`config.mk`:
```
export PLATFORM = sky130hd
export DESIGN_NAME = rbfu_out_xbar
export DESIGN_NICKNAME = d
export VERILOG_FILES = /design/src/rtl/rbfu_out_xbar_pkg.sv /design/src/rtl/rbfu_out_xbar_shift.sv /design/src/rtl/rbfu_out_xbar.sv
export SDC_FILE = /design/constraint.sdc
export NUM_CORES = 1
export LEC_CHECK = 0
export ABC_AREA = 1
export CAP_MARGIN = 30
export CELL_PAD_IN_SITES_DETAIL_PLACEMENT = 1
export CELL_PAD_IN_SITES_GLOBAL_PLACEMENT = 1
export CORE_AREA = 2 2 137 139
export DETAILED_ROUTE_END_ITERATION = 10
export DIE_AREA = 0 0 139 141
export PLACE_DENSITY = 0.81
export SYNTH_ARGS = -nofsm -noshare
export SYNTH_HDL_FRONTEND = slang
export SYNTH_SLANG_ARGS = --single-unit
```
`constraint.sdc`:
```
create_clock -name clk -period 4.6 [get_ports clk]
set_input_delay 0.46 -clock clk [delete_from_list [all_inputs] [get_ports clk]]
set_output_delay 0.46 -clock clk [all_outputs]
set_load 0.02 [all_outputs]
```
`src/rtl/rbfu_out_xbar_pkg.sv`:
```
// rbfu_out_xbar_pkg: shared build constants and helpers for the RBFU output crossbar.
// Latency: n/a (declarations only).
// Backpressure: n/a.
package rbfu_out_xbar_pkg;

  // Build-wide defaults: butterflies per stage, lane width, select width, RBFU pipe depth
  localparam int RBFU_P          = 2;
  localparam int RBFU_DATA_WIDTH = 16;
  localparam int RBFU_MAP        = 3;
  localparam int RBFU_L          = 2;

  // Width of the control word carried through the select delay line:
  // {mode, sel_valid, sel_mask[LANES], sel_bus[LANES*SEL_W]}
  function automatic int ctrl_width(input int lanes, input int sel_w);
    return lanes * sel_w + lanes + 2;
  endfunction

endpackage

```
`src/rtl/rbfu_out_xbar_shift.sv`:
```
// rbfu_out_xbar_shift: fixed-depth shift register used as the select delay line.
// Latency: SHIFT cycles from d to q.
// Backpressure: none; shifts every cycle, reset drops every in-flight word.
module rbfu_out_xbar_shift #(
  parameter int WIDTH = 1,
  parameter int SHIFT = 1
) (
  input  logic             clk,
  input  logic             rst,
  input  logic [WIDTH-1:0] d,
  output logic [WIDTH-1:0] q
);

  logic [WIDTH-1:0] stage_q [SHIFT];
  logic [WIDTH-1:0] stage_d [SHIFT];

  // Stage 0 takes the input, every later stage takes its predecessor
  always_comb begin
    stage_d[0] = d;
    for (int i = 1; i < SHIFT; i++) begin
      stage_d[i] = stage_q[i-1];
    end
  end

  // Advance the whole line each cycle; reset clears every stage at once
  always_ff @(posedge clk or posedge rst) begin
    if (rst) begin
      for (int i = 0; i < SHIFT; i++) begin
        stage_q[i] <= '0;
      end
    end else begin
      for (int i = 0; i < SHIFT; i++) begin
        stage_q[i] <= stage_d[i];
      end
    end
  end

  assign q = stage_q[SHIFT-1];

endmodule

```
`src/rtl/rbfu_out_xbar.sv`:
```
// rbfu_out_xbar: reorders RBFU output lanes into memory write lanes with per-lane enables.
// Latency: LAT+1 cycles sel_valid -> d_valid, 1 cycle bf_valid -> d_valid.
// Backpressure: none; accepts a new select and data beat every cycle.
module rbfu_out_xbar
  import rbfu_out_xbar_pkg::*;
#(
  parameter int LANES      = 2 * RBFU_P,
  parameter int DATA_WIDTH = RBFU_DATA_WIDTH,
  parameter int SEL_W      = RBFU_MAP,
  parameter int LAT        = RBFU_L + 1
) (
  input  logic                        clk,
  input  logic                        rst,
  input  logic [LANES*SEL_W-1:0]      sel_bus,
  input  logic [LANES-1:0]            sel_mask,
  input  logic                        sel_valid,
  input  logic                        mode,
  input  logic [LANES*DATA_WIDTH-1:0] bf_out_bus,
  input  logic                        bf_valid,
  output logic [LANES*DATA_WIDTH-1:0] d_in_bus,
  output logic [LANES-1:0]            we_bus,
  output logic                        d_valid,
  input  logic                        err_clr,
  output logic                        align_err,
  output logic                        conflict_err,
  output logic [15:0]                 beat_cnt
);

  localparam int          IDX_W   = $clog2(LANES);
  localparam int          CW      = ctrl_width(LANES, SEL_W);
  localparam logic [31:0] LANES_U = LANES;

  // Select-side control word, delayed to line up with the matching data beat
  logic [CW-1:0]          ctrl_in;
  logic [CW-1:0]          ctrl_dly;
  logic [LANES*SEL_W-1:0] dly_sel;
  logic [LANES-1:0]       dly_mask;
  logic                   dly_valid;
  logic                   dly_mode;

  assign ctrl_in = {mode, sel_valid, sel_mask, sel_bus};

  rbfu_out_xbar_shift #(
    .WIDTH (CW),
    .SHIFT (LAT)
  ) u_ctrl_dly (
    .clk (clk),
    .rst (rst),
    .d   (ctrl_in),
    .q   (ctrl_dly)
  );

  assign {dly_mode, dly_valid, dly_mask, dly_sel} = ctrl_dly;

  // Per-lane decode and crossbar signals
  logic [DATA_WIDTH-1:0] bf_lane  [LANES];
  logic [IDX_W-1:0]      lane_src [LANES];
  logic [LANES-1:0]      lane_oor;
  logic                  dup_hit;
  logic                  beat_ok;
  logic                  align_evt;
  logic                  conflict_evt;

  // Registered outputs and their next-state values
  logic [LANES*DATA_WIDTH-1:0] d_in_q, d_in_d;
  logic [LANES-1:0]            we_q, we_d;
  logic                        d_valid_q, d_valid_d;
  logic                        align_err_q, align_err_d;
  logic                        conflict_err_q, conflict_err_d;
  logic [15:0]                 beat_cnt_q, beat_cnt_d;

  // Split the flat RBFU output bus into addressable lanes
  always_comb begin
    for (int j = 0; j < LANES; j++) begin
      bf_lane[j] = bf_out_bus[j*DATA_WIDTH +: DATA_WIDTH];
    end
  end

  // Resolve each destination's source: its select in permute mode, itself in bypass
  always_comb begin
    for (int k = 0; k < LANES; k++) begin
      lane_oor[k] = 1'b0;
      lane_src[k] = IDX_W'(k);
      if (!dly_mode) begin
        lane_oor[k] = 32'(dly_sel[k*SEL_W +: SEL_W]) >= LANES_U;
        lane_src[k] = dly_sel[k*SEL_W +: IDX_W];
      end
    end
  end

  // Detect two enabled, in-range destinations sharing one source (permute mode only)
  always_comb begin
    dup_hit = 1'b0;
    for (int i = 0; i < LANES; i++) begin
      for (int j = i + 1; j < LANES; j++) begin
        if (!dly_mode && dly_mask[i] && dly_mask[j] && !lane_oor[i] && !lane_oor[j] &&
            (lane_src[i] == lane_src[j])) begin
          dup_hit = 1'b1;
        end
      end
    end
  end

  // Crossbar, enables, error events and counter next state.
  // An out-of-range select only counts as an error on an enabled lane; a
  // disabled lane's select is don't-care.
  always_comb begin
    beat_ok      = dly_valid & bf_valid;
    align_evt    = dly_valid ^ bf_valid;
    conflict_evt = beat_ok & ~dly_mode & (dup_hit | (|(lane_oor & dly_mask)));

    d_in_d = '0;
    we_d   = '0;
    if (beat_ok) begin
      for (int k = 0; k < LANES; k++) begin
        if (dly_mask[k] && !lane_oor[k]) begin
          d_in_d[k*DATA_WIDTH +: DATA_WIDTH] = bf_lane[lane_src[k]];
          we_d[k]                            = 1'b1;
        end
      end
    end

    d_valid_d      = beat_ok;
    beat_cnt_d     = beat_cnt_q + {15'd0, beat_ok};
    // A new event in the same cycle as err_clr keeps the flag set
    align_err_d    = align_evt | (align_err_q & ~err_clr);
    conflict_err_d = conflict_evt | (conflict_err_q & ~err_clr);
  end

  // Output, sticky-flag and beat-counter registers
  always_ff @(posedge clk or posedge rst) begin
    if (rst) begin
      d_in_q         <= '0;
      we_q           <= '0;
      d_valid_q      <= 1'b0;
      align_err_q    <= 1'b0;
      conflict_err_q <= 1'b0;
      beat_cnt_q     <= '0;
    end else begin
      d_in_q         <= d_in_d;
      we_q           <= we_d;
      d_valid_q      <= d_valid_d;
      align_err_q    <= align_err_d;
      conflict_err_q <= conflict_err_d;
      beat_cnt_q     <= beat_cnt_d;
    end
  end

  assign d_in_bus     = d_in_q;
  assign we_bus       = we_q;
  assign d_valid      = d_valid_q;
  assign align_err    = align_err_q;
  assign conflict_err = conflict_err_q;
  assign beat_cnt     = beat_cnt_q;

endmodule

```
# After elaboration in Yosys (flattened, before gate mapping)

Index checks and enable logic that the tools add are counted.

Register bits after elaboration: 141
Bits of input ports: 86
Output and inout bits: 87
Logic and storage cells: 113

Add/subtract/negate cells: 1
Order comparisons: 8
Eq/ne operators: 6
Mux-type cells: 36
Bitwise logic cells: 16
Reduce and logical (&&, ||, !) cells: 37

Operator list:

| kind                                                      | number |
|---|---|
| two-way mux 16 bit                                        | 12 |
| binary-select mux 16 bit (select 2 bit)                   | 4 |
| two-way mux 64 bit                                        | 1 |
| logical AND 1 bit                                         | 31 |
| greater-or-equal comparator 3 bit (second input constant) | 8 |
| adder 16 x 1 -> 16 bit                                    | 1 |
| two-way mux 1 bit                                         | 14 |
| equality test 2 bit                                       | 6 |
| NOT 2 -> 3 bit                                            | 4 |
| two-way mux 2 bit                                         | 4 |
| bitwise AND 1 bit                                         | 5 |
| zero test 1 bit                                           | 5 |
| bitwise AND 4 bit                                         | 1 |
| two-way mux 4 bit                                         | 1 |
| OR reduction 4 bit                                        | 1 |
| bitwise OR 1 bit                                          | 3 |
| NOT 1 bit                                                 | 2 |
| XOR 1 bit                                                 | 1 |

# Logic depth before layout (Yosys ltp)

Gate-level depths: netlist (run 1).

Depth in word-level cells: 15
Mapped depth: 13
Depth with buffers taken out: 11

# Hierarchy

Synthesis (run 1) repeated with hierarchy kept, for this count alone.

Cell total of the unflattened synthesis: 708
Area, all modules: 6424.9 sq um

Modules (own cells, without submodules):

| module              | instances | cells each | area each (sq um) | sequential area each (sq um) |
|---|---|---|---|---|
| rbfu_out_xbar       | 1         | 653        | 5069.9            | 2177.1 |
| rbfu_out_xbar_shift | 1         | 55         | 1355.0            | 1351.3 |

# Least setup slack after synthesis (run 1)

Ideal clock, no wire load.

Kind: input port to flip-flop
From: input bf_valid
To: register beat_cnt_q[12] (netlist: beat_cnt[12])
Setup time: 0.130 ns
Arrival time: 1.768 ns
Data required time: 4.470 ns
Slack: 2.701 ns
Cell stages on the path: 9
Path buffers: 0
Cells stage by stage: ha_1 ha_1 ha_1 nand2_1 nor3b_2 nand3_1 nor2_1 nand3_1 xnor2_1

Longest elaborated chain between the ends: 2

RTL lines:

| item                   | line                 | RTL |
|---|---|---|
| from (decl)            | rbfu_out_xbar.sv:19  | `input logic bf_valid,` |
| bitwise AND 1 bit      | rbfu_out_xbar.sv:108 | `beat_ok = dly_valid & bf_valid;` |
| adder 16 x 1 -> 16 bit | rbfu_out_xbar.sv:124 | `beat_cnt_d = beat_cnt_q + {15'd0, beat_ok};` |
| net beat_cnt_d[12]     | rbfu_out_xbar.sv:70  | `logic [15:0] beat_cnt_q, beat_cnt_d;` |
| to (signal assigned)   | rbfu_out_xbar.sv:145 | `beat_cnt_q <= beat_cnt_d;` |
| to (decl)              | rbfu_out_xbar.sv:70  |  |

The timed path passes the listed nets, and every way through them passes these cells.

# Worst setup path in the final report (run 1)

From: register u_ctrl_dly.stage_q (netlist bit u_ctrl_dly.q[6])
To: register d_in_q[47] (netlist: d_in_bus[47])

Longest elaborated chain between the ends: 7
Elaborated cells between the ends (all ways): 11
Classes of those cells: order compare (1); mux (7); bitwise (1); reduce/logical (2)

RTL lines:

| item                                                   | line                      | RTL |
|---|---|---|
| from (decl)                                            | rbfu_out_xbar_shift.sv:14 | `logic [WIDTH-1:0] stage_q [SHIFT];` |
| from (signal, indexed assignment)                      | rbfu_out_xbar_shift.sv:33 | `stage_q[i] <= stage_d[i];` |
| two-way mux 2 bit                                      | rbfu_out_xbar.sv:84       | `if (!dly_mode) begin` |
| NOT 2 -> 3 bit (not written as such)                   | rbfu_out_xbar.sv:117      | `d_in_d[k*DATA_WIDTH +: DATA_WIDTH] = bf_lane[lane_src[k]];` |
| binary-select mux 16 bit (select 2 bit)                | rbfu_out_xbar.sv:117      |  |
| two-way mux 16 bit (not written as such) (2 in series) | rbfu_out_xbar.sv:117      |  |
| two-way mux 16 bit *                                   | rbfu_out_xbar.sv:116      | `if (dly_mask[k] && !lane_oor[k]) begin` |
| two-way mux 64 bit *                                   | rbfu_out_xbar.sv:114      | `if (beat_ok) begin` |
| net d_in_d[47]                                         | rbfu_out_xbar.sv:65       | `logic [LANES*DATA_WIDTH-1:0] d_in_q, d_in_d;` |
| to (signal assigned)                                   | rbfu_out_xbar.sv:140      | `d_in_q <= d_in_d;` |
| to (decl)                                              | rbfu_out_xbar.sv:65       |  |

The timed path passes the listed nets; every way through them passes the cells marked *. The select of a mux whose other input is x is not followed.

==> summary by stage, run 1 <==
Logic synthesis
After synthesis the netlist holds a flip-flop and latch count of 141. After synthesis the cells add up to 0.00640 mm2. The commonest cells after synthesis are sky130_fd_sc_hd__dfrtp_1, sky130_fd_sc_hd__a21oi_1, sky130_fd_sc_hd__o21ai_0, sky130_fd_sc_hd__nand2_1, sky130_fd_sc_hd__inv_1.

The net count of the mapped netlist is just under 800. The most used flip-flop cell after synthesis is sky130_fd_sc_hd__dfrtp_1. Synthesis instantiated 32 different standard cells from the library. Summing the sequential cell areas from Yosys gives 55.1% of the chip area.

Yosys printed 0 warnings. The dominant cell type by area after synthesis is sky130_fd_sc_hd__dfrtp_1. The number of cells produced by synthesis is 707. The area share of the leading cell type in the synthesized netlist is 55.1%. The synthesized area divided by synthesized cell count is 9.05 um2. The synthesized design contains 0 enable-type register cells. The most common cell in the synthesized netlist is sky130_fd_sc_hd__dfrtp_1.

After synthesis, the cell types taking the most area are sky130_fd_sc_hd__dfrtp_1, sky130_fd_sc_hd__a21oi_1, sky130_fd_sc_hd__o21ai_0. Counting flops with an async set or reset pin after synthesis yields a share of 100%.

Timing
Timing would allow up to 397 MHz. The number of max-slew violations in the final report was 0. The final critical path takes up 54.8% of the cycle. The post-layout worst setup margin is 2.08 ns. The hold violation total from the final report is 0.

The relative max-transition margin is 30.0%. The transition time at the pin with the least slew margin is ~1.0 ns. Setup violations remaining at the end of the flow were counted as 0. The setup total negative slack is 0 ns. The minimum clock period is 2.52 ns.

For the final database, setup skew stands at 0.0117 ns. Setup repair after global routing left no endpoint under its margin.

Place
The number of port buffers is 172. The routability-driven placement congestion ratio is ~0.80. After legalization and detailed placement, the total HPWL measured 14.7 mm. At the placement stage, the worst setup path has a slack of 1.98 ns.

Finish
The fill cell total of the finished layout is 2,103. The final net count is between 900 and 1,000. The share of layout cells above drive strength 1 is 7.55%. The area growth from synthesis to layout is 37.2%.

Floorplan
From left edge to right edge, the die measures 139 um. The number of top-level pins is 173. In this run the core area contains 50 standard-cell rows. The initial core utilization is approximately a third. The die is around 140 um tall. After floorplanning, the core was sized to cover between 0.015 and 0.02 mm2. The die covers 0.0196 mm2.

GRT
The initial antenna violation count came to 1. Entering global routing, the biggest net connects 90 pins. The global-route wire length before repair is 35.0 mm. In the global route stage, overall resource usage came out at a little under a quarter. The total overflow left after global routing is 0. The number of global-route vias before repair came to 6,427.

CTS
The number of levels in the clock H-tree is 4. The hold-fix buffer count after cts is 0. The tree is rooted in a sky130_fd_sc_hd__clkbuf_16. At the later pin of the worst-skew pair, clock insertion delay measures 0.42 ns. In this run, CTS created clock tree buffers numbering 17.

The CTS tree is built. Gates resized during post-CTS repair numbered 0. The clock net in this run drives a total of between 100 and 150 sinks. The clock passes through at most 2 buffers. After clock tree synthesis, the clock-pin slew on the worst setup and hold paths is 0.06 ns. The post-CTS setup-driven buffer insertion count is 0.

Pwr
Of the total power, the share spent switching nets is 28.7%. The part of the power in registers is 42.7%. Dividing total power by cell area gives a power density of 363 mW/mm2. The maximum ir drop on the vdd rail is 316 uV. Cell internal power was estimated by the tool at 2270 uW. The fraction of power consumed by the clock network is 41.2%. The analysis attributes to cell leakage a power of 0.00391 uW. Summed over all nets, the switching power comes to 917 uW.

The combinational fraction of design power is 16.1%.

Route
The total DRC errors in the routed layout is 0. The total wire length after detailed routing is ~22 mm. In the final routed layout, each cell accounts on average for 19.9 um. The initial DRC count is 378. The number of nets still failing antenna checks after routing is 0. The iteration count of the initial detailed-routing pass is 4. The overall via count from detail_route is 5,952.

Using the TritonRoute via totals, the vias-per-cell ratio works out to 5.37.

Critical path
The required time of the critical path is 4.89 ns. At the worst endpoint, the arrival time is approximately 2.8 ns. The type of the worst setup path is reg -> reg. The startpoint of the worst-slack reg-to-reg timing path is u_ctrl_dly.q[6]. The worst reg-to-reg path cell count is 5.

The slack of the worst reg-to-reg path is 2.08 ns. The category of the worst setup path launch point is a flop. The worst register-to-register path ends at d_in_bus[47]. STA classifies the critical path endpoint as a flop. Of all nets on the critical path, the largest fanout is 30.

Outcome
The flow ran to the end, and the final reports show no timing, DRC or antenna violations.

Min path
For hold timing, the worst endpoint is u_ctrl_dly.stage_d[4]. The count of cells along the worst hold path is 0. The path class of the tightest hold or removal check is reg -> reg. The start point of the worst min-delay path is u_ctrl_dly.stage_d[22].

Flow run
The number of max-cap violations is 0.
==> metal layers <==
layer  part of all wire, %  track usage, %  vias up
met5                     0               0        -
met1                    41            28.1     2974
li1                      -               -     2694
met4                   2.5            8.72        0
met2                    50            39.7      243
met3                   6.4            5.64       41
==> logic make-up after synthesis <==
kind of cell / Yosys count / synth area share (%)
compound gates: 250 / 21.1
xor+xnor: 14 / 1.92
fa+ha+maj: 3 / 0.586
buf+inv: 114 / 8.11
flops: 141 / 55.1
simple gates: 185 / 13.2
==> power groups by stage <==
| stage | clock network, uW | registers, uW | logic [uW] |
|---|---|---|---|
| 6_report | 1320 | 1360 | 513 |
| 5_1_grt | 1400 | 1370 | 556 |
| 4_1_cts | 1350 | 1360 | 514 |
| 3_5_place_dp | 0 | 1390 | 509 |
| 3_3_place_gp | 0 | 1380 | 496 |
| 2_1_floorplan | 0 | 1420 | 210 |
==> flip-flops by register name, indices dropped and copies added, names as in the netlist <==
name and cells:
d_valid 1, u_ctrl_dly.q 18, beat_cnt 16, u_ctrl_dly.stage_d 36, align_err 1, we_bus 4, d_in_bus 64, conflict_err 1
==> through the flow <==
| step | instance area (um2) | utilization, % | std cells | power, uW | hold slack (ns) |
|---|---|---|---|---|---|
| floorplan | 6400 | - | 707 | 1630 | 0.331 |
| global placement | 8220 | 45.0 | 1076 | 1870 | 0.333 |
| detailed placement | 8220 | 45.0 | 1076 | 1890 | 0.336 |
| CTS | 8780 | 48.0 | 1108 | 3230 | 0.351 |
| global route | 8780 | 48.1 | 1109 | 3320 | 0.353 |
| finish | 8780 | 48.1 | 1109 | 3190 | 0.348 |
==> critical path: stages (launching register included) <==
cell	delay [ns]
sky130_fd_sc_hd__dfrtp_1	0.77
sky130_fd_sc_hd__nand2_2	0.55
sky130_fd_sc_hd__inv_2	0.59
sky130_fd_sc_hd__o21ai_0	0.19
sky130_fd_sc_hd__a21oi_1	0.19
sky130_fd_sc_hd__nor3_1	0.08
==> cell type report <==
class / count / area [um2] / share of cell area [%]
antenna: 1 / 2.50 / 0.0285
clock buffer: 18 / 429 / 4.89
clock inverter: 14 / 133 / 1.51
inverter: 73 / 287 / 3.26
multi-input combinational: 452 / 2360 / 26.8
sequential: 141 / 3530 / 40.2
tap: 234 / 293 / 3.33
timing repair buffer: 176 / 1750 / 20.0
==> worst max-delay path by stage <==
stage | startpoint | endpoint | slack, ns | cells past startpoint
2_1_floorplan | rst | align_err | 0.36 | 1
3_3_place_gp | bf_valid | beat_cnt[12] | 2.13 | 10
3_5_place_dp | bf_valid | beat_cnt[12] | 1.98 | 10
4_1_cts | u_ctrl_dly.q[6] | d_in_bus[47] | 2.13 | 5
5_1_grt | u_ctrl_dly.q[6] | d_in_bus[47] | 1.90 | 5
6_report | u_ctrl_dly.q[6] | d_in_bus[47] | 2.08 | 5
==> cell usage in the layout, fill, tap and decap left out, drive strengths merged, types with 3 or more instances in the layout <==
master / n
clkdlybuf4s50: 172
dfrtp: 141
a21oi: 124
o21ai: 99
nand2: 97
inv: 79
nor3: 39
nor2: 26
clkbuf: 18
a211oi: 16
nand3: 15
xor2: 8
a221oi: 7
xnor2: 6
clkinv: 5
nand4: 4
buf: 4
o22ai: 3
ha: 3
(Power assumes the default switching activity.)
==> run 2: changes to the inputs <==
Settings changed: CORE_AREA 2 2 137 139 to 2 2 143 145, DIE_AREA 0 0 139 141 to 0 0 145 147, PLACE_DENSITY 0.81 to 0.78.
Clock period 4.6 ns to 2.05 ns, I/O delays scaled along.
==> run 2 against run 1 <==
  * Critical path depth did not move
  * Flip-flop and latch count stayed put
  * Cell count up 5.5%
  * Worst setup slack worse by 1.9 ns
  * Clock power is 110% higher
  * Non-clock buffer count rose by 26
  * Global-route usage decreased by 1.7 points
  * Register-to-register slack got worse by 1.9 ns
  * Wire length grew 0.23%
  * Critical endpoint is now d_in_bus[22]
==> summary by stage, run 2 (same netlist as run 1, synthesis figures left out) <==
Timing
The part of the cycle the worst path needs was 89.3% (+34 points). The transition time at the pin with the least slew margin is 0.561 ns (-0.486 ns). The setup total negative slack came to 0 ns (unchanged). The minimum clock period was 1.83 ns (-0.691 ns). Setup repair after global routing left no endpoint under its margin.

The number of max-slew violations in the final report is 0 (unchanged). The worst clock skew is 0.00995 ns (-0.00175 ns). The highest achievable clock rate is 546 MHz (+38%). The hold violation total from the final report is 0 (unchanged). The final setup violation count is 0 (unchanged). The relative max-transition margin was 62.6% (+33 points).

Min path
The start point of the worst min-delay path is sel_valid. The sink of the worst hold path is u_ctrl_dly.stage_d[34]. The worst hold path belongs to the class in -> reg. The count of cells along the worst hold path is 1 (+1).

Route
The total DRC errors in the routed layout is 0 (unchanged). The via density per instance is 5.02 (-6.4%). The total wire length after detailed routing was 22.2 mm (+0.23%). The initial DRC count is 254 (-33%). The iteration count of the initial detailed-routing pass was 4 (unchanged). The overall via count from detail_route is 5,878 (-1.2%). The routed length per instance is 19.0 um (-5.0%).

The number of nets still failing antenna checks after routing is 0 (unchanged).

Finish
From synthesis to final layout, the design area changed by 41.1%. The share of the core filled with cells is 45.5% (-2.5 points). The final net count is 976 (+2.7%). The share of layout cells above drive strength 1 is 10.0% (+2.4 points). The fill cell total of the finished layout was 2,316 (+10%). The number of flip-flops under the largest register name is 64 (unchanged). The most frequent standard cell in the layout excluding fill and tap cells is sky130_fd_sc_hd__clkdlybuf4s50_1.

The number of antenna repair diodes came to 0 (-1). Leaving out fill and tap cells, the most frequent cells in the layout are sky130_fd_sc_hd__clkdlybuf4s50_1, sky130_fd_sc_hd__dfrtp_1, sky130_fd_sc_hd__a21oi_1. The final cell count without fillers is 1,170 (+5.5%). The cell area after layout came to 0.00903 mm2 (+2.9%).

Floorplan
The standard cell core area was 0.0198 mm2 (+8.6%). The number of core rows is 52 (+4.0%). The floorplan die area is 0.0213 mm2 (+8.8%). The number of top-level pins is 173 (unchanged). The height of the die is 147 um (+4.3%). The width of the die is 145 um (+4.3%). The initial core utilization is 32.3% (-2.8 points).

CTS
The clock net sink count is 141 (unchanged). TritonCTS built the clock tree. The register clock-pin slew on the reported worst setup and hold paths was 0.06 ns (about the same). The insertion delay of the later-clocked pin in the worst-skew pair is 0.43 ns (about the same). The number of buffers on the longest clock path is 2 (unchanged). The post-CTS setup-driven buffer insertion count is 0 (unchanged).

The hold-fix buffer count after cts is 0 (unchanged). The clock buffer count from CTS is 17 (unchanged). The cell sitting at the root of the clock tree is a sky130_fd_sc_hd__clkbuf_16. The number of levels in the clock H-tree is 4 (unchanged). The number of cells upsized or downsized after cts is 0 (unchanged).

Pwr
The maximum ir drop on the vdd rail is 562 uV (+78%). The fraction of power consumed by the clock network was 39.8% (-1.4 points). The reported leakage power is 0.00402 uW (+2.8%). The total power draw is 7060 uW (+120%). The part of the power in registers came to 43.2% (+0.5 points). The areal power density over the cells is 782 mW/mm2 (+120%).

The internal power of the cells came to 5010 uW (+120%). The switching power of the nets is 2060 uW (+120%). The net switching fraction of the power is 29.1% (+0.38 points).

The combinational fraction of design power is 17.0% (+0.9 points).

GRT
The overall overflow remaining after global route is 0 (unchanged). The number of global-route vias before repair is 6,170 (-4.0%). The global-route wire length before repair is 35.1 mm (+0.37%). The total routing usage reported by global routing is 21.4% (-1.7 points). The initial antenna violation count was 1 (unchanged).

The pin count of the biggest net entering global routing is 86 (-4.4%).

Critical path
For this design, the slowest cell found on the critical path is sky130_fd_sc_hd__dfrtp_1. The count of buffer and inverter cells on the critical path came to 2 (+1). The delay of the slowest cell on the worst path is 0.69 ns (-0.08 ns).

The slack of the worst reg-to-reg path came to 0.22 ns (-1.86 ns). The worst reg-to-reg path cell count is 5 (unchanged). The startpoint of the worst-slack reg-to-reg timing path is u_ctrl_dly.q[3].

The required time of the critical path came to 2.36 ns (-2.53 ns). STA classifies the critical path startpoint as a flop. The data arrival time of the worst path came to 2.14 ns (-0.67 ns).

The top fanout value on the critical path came to 16 (-47%). The family with the most delay on the worst path is flip-flops. The signal on the critical path passes through inv_1 -> nand2_2 -> buf_4 -> a21oi_1 -> a221oi_1. STA classifies the critical path endpoint as a flop. The endpoint identified for the worst register-to-register timing path is d_in_bus[22]. The type of the worst setup path is reg -> reg.

Place
The number of port buffers came to 172 (unchanged). The routability-driven placement congestion ratio was 0.833 (+4.1%). The total instance count after detailed placement was 1,138 (+5.8%).

The cell area after placement is 0.00850 mm2 (+3.5%). The sum of net half-perimeters after detailed placement is 15.6 mm (+6.0%).

Flow run
The number of max-cap violations is 0 (unchanged).

Outcome
The run finished with clean final reports.
==> run 2: changes by cell type in the layout (fill, tap and decap cells not counted), moves of 2 or more <==
cell / previous run / this run
sky130_fd_sc_hd__clkbuf_1: 1 / 3
sky130_fd_sc_hd__buf_12: 0 / 4
sky130_fd_sc_hd__inv_6: 6 / 3
sky130_fd_sc_hd__buf_4: 4 / 26
sky130_fd_sc_hd__clkinvlp_4: 2 / 6
==> run 2: power by group through the flow <==
stage / sequential (uW) / clock [uW] / combinational, uW
after detailed placement: 3100 / 0 / 1200
after global placement: 3090 / 0 / 1180
after global routing: 3070 / 3000 / 1310
final: 3050 / 2810 / 1200
after floorplan: 3190 / 0 / 472
after CTS: 3050 / 2890 / 1210
==> run 2: final cells by class <==
| type | instances | area (um2) | area share [%] |
|---|---|---|---|
| clock buffers | 20 | 437 | 4.83 |
| clock inverters | 12 | 91.3 | 1.01 |
| inverters | 73 | 285 | 3.16 |
| multi-input cells | 452 | 2360 | 26.1 |
| flip-flops and latches | 141 | 3530 | 39.1 |
| well taps | 270 | 338 | 3.74 |
| repair buffers | 202 | 2000 | 22.1 |
==> run 2: worst max-delay path by stage <==
| stage | from | endpoint | slack [ns] | cells after the start |
|---|---|---|---|---|
| after floorplan | rst | align_err | 0.08 | 1 |
| after global placement | bf_valid | beat_cnt[12] | -0.03 | 10 |
| after detailed placement | bf_valid | beat_cnt[12] | -0.11 | 10 |
| after CTS | u_ctrl_dly.q[16] | beat_cnt[12] | 0.25 | 9 |
| after global routing | u_ctrl_dly.q[3] | conflict_err | 0.1 | 11 |
| final | u_ctrl_dly.q[3] | d_in_bus[22] | 0.22 | 5 |
==> run 2: through the flow <==
stage | hold WS [ns] | setup WS, ns
5_1_grt | 0.211 | 0.0984
4_1_cts | 0.206 | 0.248
3_3_place_gp | 0.332 | -0.0272
2_1_floorplan | 0.236 | 0.0819
3_5_place_dp | 0.336 | -0.105
6_report | 0.221 | 0.219
==> run 2: metal layers <==
metal | up-vias | wire length, um | global-route usage, %
met4 | 2 | 201 | 5.30
met2 | 197 | 11000 | 36.8
li1 | 2748 | - | -
met1 | 2908 | 9550 | 27.4
met3 | 23 | 1380 | 5.06
met5 | - | 13 | 0
==> run 3: changes to the inputs <==
Settings changed: CORE_AREA 2 2 143 145 to 2 2 141 143, CTS_BUF_LIST set to sky130_fd_sc_hd__clkbuf_4 sky130_fd_sc_hd__clkbuf_8, DIE_AREA 0 0 145 147 to 0 0 143 145, PLACE_DENSITY 0.78 to 0.8.
==> run 3 against run 2 <==
  * Critical path depth increased by 1
  * Largest cell class unchanged
  * First-iteration DRC count increased by 39%
  * Utilization increased by 0.75 points
  * Sequential share of layout area increased by 0.64 points
  * Sequential power about the same
  * Flip-flop and latch count unchanged
  * Wire length decreased by 2.1%
  * Critical path type unchanged
==> summary by stage, run 3 (same netlist as run 1, synthesis figures left out) <==
Min path
The count of cells along the worst hold path is 1 (unchanged). The path type of the worst min-delay path is in -> reg.

CTS
The clock root buffer is sky130_fd_sc_hd__clkbuf_8. The register clock-pin slew on the reported worst setup and hold paths is 0.08 ns (+0.02 ns). The number of levels in the clock H-tree is 4 (unchanged). The post-CTS setup-driven buffer insertion count was 0 (unchanged). The clock net sink count is 141 (unchanged). The hold-fix buffer count after cts is 0 (unchanged). The number of cells upsized or downsized after cts is 0 (unchanged). The insertion delay of the later-clocked pin in the worst-skew pair is 0.44 ns (about the same). TritonCTS built the clock tree. The clock buffer count from CTS was 17 (unchanged). The number of buffers on the longest clock path is 2 (unchanged).

Route
The routed length per instance is 18.5 um (-2.1%). The total DRC errors in the routed layout came to 0 (unchanged). The overall via count from detail_route is 6,074 (+3.3%).

The via density per instance was 5.19 (+3.3%). The number of nets still failing antenna checks after routing is 0 (unchanged). The iteration count of the initial detailed-routing pass is 5 (+1). The initial DRC count is 353 (+39%).

The total wire length after detailed routing is 21.7 mm (-2.1%).

Finish
The layout overhead on the synthesized area is 38.8%. The cell area after layout was 0.00889 mm2 (-1.6%). The share of layout cells above drive strength 1 came to 10.8% (+0.83 points).

The final cell count without fillers came to 1,170 (unchanged). The number of flip-flops under the largest register name is 64 (unchanged). The most frequent standard cell in the layout excluding fill and tap cells is sky130_fd_sc_hd__clkdlybuf4s50_1.

The footprint of the multi-input gates is 0.00236 mm2 (unchanged). The library cells used most frequently in the layout, excluding fill and tap cells, are sky130_fd_sc_hd__clkdlybuf4s50_1, sky130_fd_sc_hd__dfrtp_1, sky130_fd_sc_hd__a21oi_1. The number of antenna repair diodes is 0 (unchanged). The area taken by flip-flops and latches is 0.00353 mm2 (unchanged). The final net count is 981 (+0.51%). The share of the core filled with cells is 46.3% (+0.75 points). The fill cell total of the finished layout was 2,228 (-3.8%).

Pwr
The net switching fraction of the power is 31.0% (+1.9 points). The switching power of the nets is 1940 uW (-5.5%). The reported leakage power came to 0.00398 uW (-1.0%). The fraction of power consumed by the clock network is 32.2% (-7.6 points).

The internal power of the cells came to 4320 uW (-14%). The maximum ir drop on the vdd rail is 464 uV (-17%). The areal power density over the cells came to 705 mW/mm2 (-9.9%). The part of the power in registers is 48.5% (+5.3 points). The combinational fraction of design power is 19.3% (+2.3 points).

Timing
The number of max-slew violations in the final report was 0 (unchanged). Setup repair after global routing left no endpoint under its margin. The part of the cycle the worst path needs is 89.5% (+0.20 points). The transition time at the pin with the least slew margin is 0.462 ns (-0.0993 ns). The relative max-transition margin is 69.2% (+6.6 points).

The final setup violation count is 0 (unchanged). The minimum clock period is 1.83 ns (+0.00403 ns). The highest achievable clock rate is 545 MHz (-0.22%). The worst clock skew came to 0.0138 ns (+0.00384 ns). The hold violation total from the final report came to 0 (unchanged). The setup total negative slack came to 0 ns (unchanged).

Place
The total instance count after detailed placement was 1,138 (unchanged). The routability-driven placement congestion ratio was 0.841 (+0.97%). The cell area after placement is 0.00854 mm2 (+0.37%).

The sum of net half-perimeters after detailed placement is 15.6 mm (+0.13%). The number of port buffers is 172 (unchanged).

Critical path
The startpoint of the worst-slack reg-to-reg timing path is u_ctrl_dly.q[17]. The data arrival time of the worst path was 2.18 ns (+0.04 ns). The endpoint of the worst-slack reg-to-reg timing path is d_in_bus[7]. The critical path is of the reg -> reg type. The slack of the worst reg-to-reg path is 0.22 ns (about the same). The required time of the critical path came to 2.40 ns (+0.04 ns). The worst setup path is launched from a flop. The critical path capture point type is a flop. The worst reg-to-reg path cell count was 6 (+1). The top fanout value on the critical path is 18 (+2).

The worst setup path startpoint is u_ctrl_dly.q[17]. The end of the critical path is d_in_bus[7].

Floorplan
The floorplan die area is 0.0207 mm2 (-2.7%). The initial core utilization is 33.3% (+1.1 points). The width of the die is 143 um (-1.4%). The height of the die is 145 um (-1.4%). The standard cell core area is 0.0192 mm2 (-3.2%).

The number of top-level pins is 173 (unchanged). The number of core rows is 51 (-1.9%).

Outcome
The run finished with clean final reports.

GRT
The total routing usage reported by global routing is 21.2% (-0.23 points). The number of global-route vias before repair is 6,217 (+0.76%). The initial antenna violation count is 2 (+1).

The global-route wire length before repair was 33.8 mm (-3.8%). The overall overflow remaining after global route came to 0 (unchanged). The pin count of the biggest net entering global routing was 88 (+2.3%).

Flow run
The number of max-cap violations is 0 (unchanged).
-- run 3: cell count changes in the layout (fill, tap and decap cells not counted) --
cell	previous run	this run
sky130_fd_sc_hd__inv_6	3	5
sky130_fd_sc_hd__clkbuf_8	0	17
sky130_fd_sc_hd__clkinv_4	2	4
sky130_fd_sc_hd__clkinvlp_4	6	3
sky130_fd_sc_hd__clkinv_2	2	3
sky130_fd_sc_hd__buf_4	26	31
sky130_fd_sc_hd__clkbuf_1	3	0
sky130_fd_sc_hd__clkbuf_4	0	1
sky130_fd_sc_hd__clkbuf_16	17	0
-- run 3: worst max-delay path: stages, from the launching register on --
cell and delay (ns):
sky130_fd_sc_hd__dfrtp_1 0.57, sky130_fd_sc_hd__inv_8 0.12, sky130_fd_sc_hd__nand2_1 0.33, sky130_fd_sc_hd__inv_2 0.23, sky130_fd_sc_hd__o21ai_0 0.20, sky130_fd_sc_hd__a21oi_1 0.06
sky130_fd_sc_hd__nor3_1 0.23
-- run 3: per-layer routing --
metal  GRT usage (%)  routed length, um  vias to the layer above
li1                -                  -                     2758
met1            27.3               9060                     3032
met2            35.9              10800                      261
met3            5.12               1600                       21
met4            4.75                211                        2
met5               0                 13                        -
-- run 3: stage by stage --
| step | setup slack (ns) | hold WS [ns] | power (uW) |
|---|---|---|---|
| after floorplan | 0.0819 | 0.236 | 3660 |
| after global placement | -0.0323 | 0.334 | 4270 |
| after detailed placement | -0.121 | 0.336 | 4310 |
| after CTS | 0.225 | 0.166 | 6340 |
| after global routing | 0.0782 | 0.161 | 6580 |
| final | 0.215 | 0.193 | 6260 |
-- run 3: how the worst min path moves through the flow --
stage	startpoint	endpoint	slack [ns]
finish	sel_valid	u_ctrl_dly.stage_d[34]	0.19
global route	sel_mask[1]	u_ctrl_dly.stage_d[31]	0.16
CTS	sel_valid	u_ctrl_dly.stage_d[34]	0.17
detailed placement	u_ctrl_dly.stage_d[24]	u_ctrl_dly.stage_d[6]	0.34
global placement	u_ctrl_dly.stage_d[34]	u_ctrl_dly.stage_d[16]	0.33
floorplan	sel_bus[0]	u_ctrl_dly.stage_d[18]	0.24
-- run 3: cell type report --
class / instances / area share [%]
clock buffers: 18 / 2.72
clock inverters: 14 / 1.23
inverters: 73 / 3.21
multi-input cells: 452 / 26.5
flip-flops and latches: 141 / 39.7
well taps: 265 / 3.73
repair buffers: 207 / 22.9
-- run 3: power by group through the flow --
stage	clock network (uW)	logic, uW	registers, uW
after floorplan	0	472	3190
after global placement	0	1180	3100
after detailed placement	0	1210	3100
after CTS	2090	1210	3040
after global routing	2210	1310	3060
final	2020	1210	3040
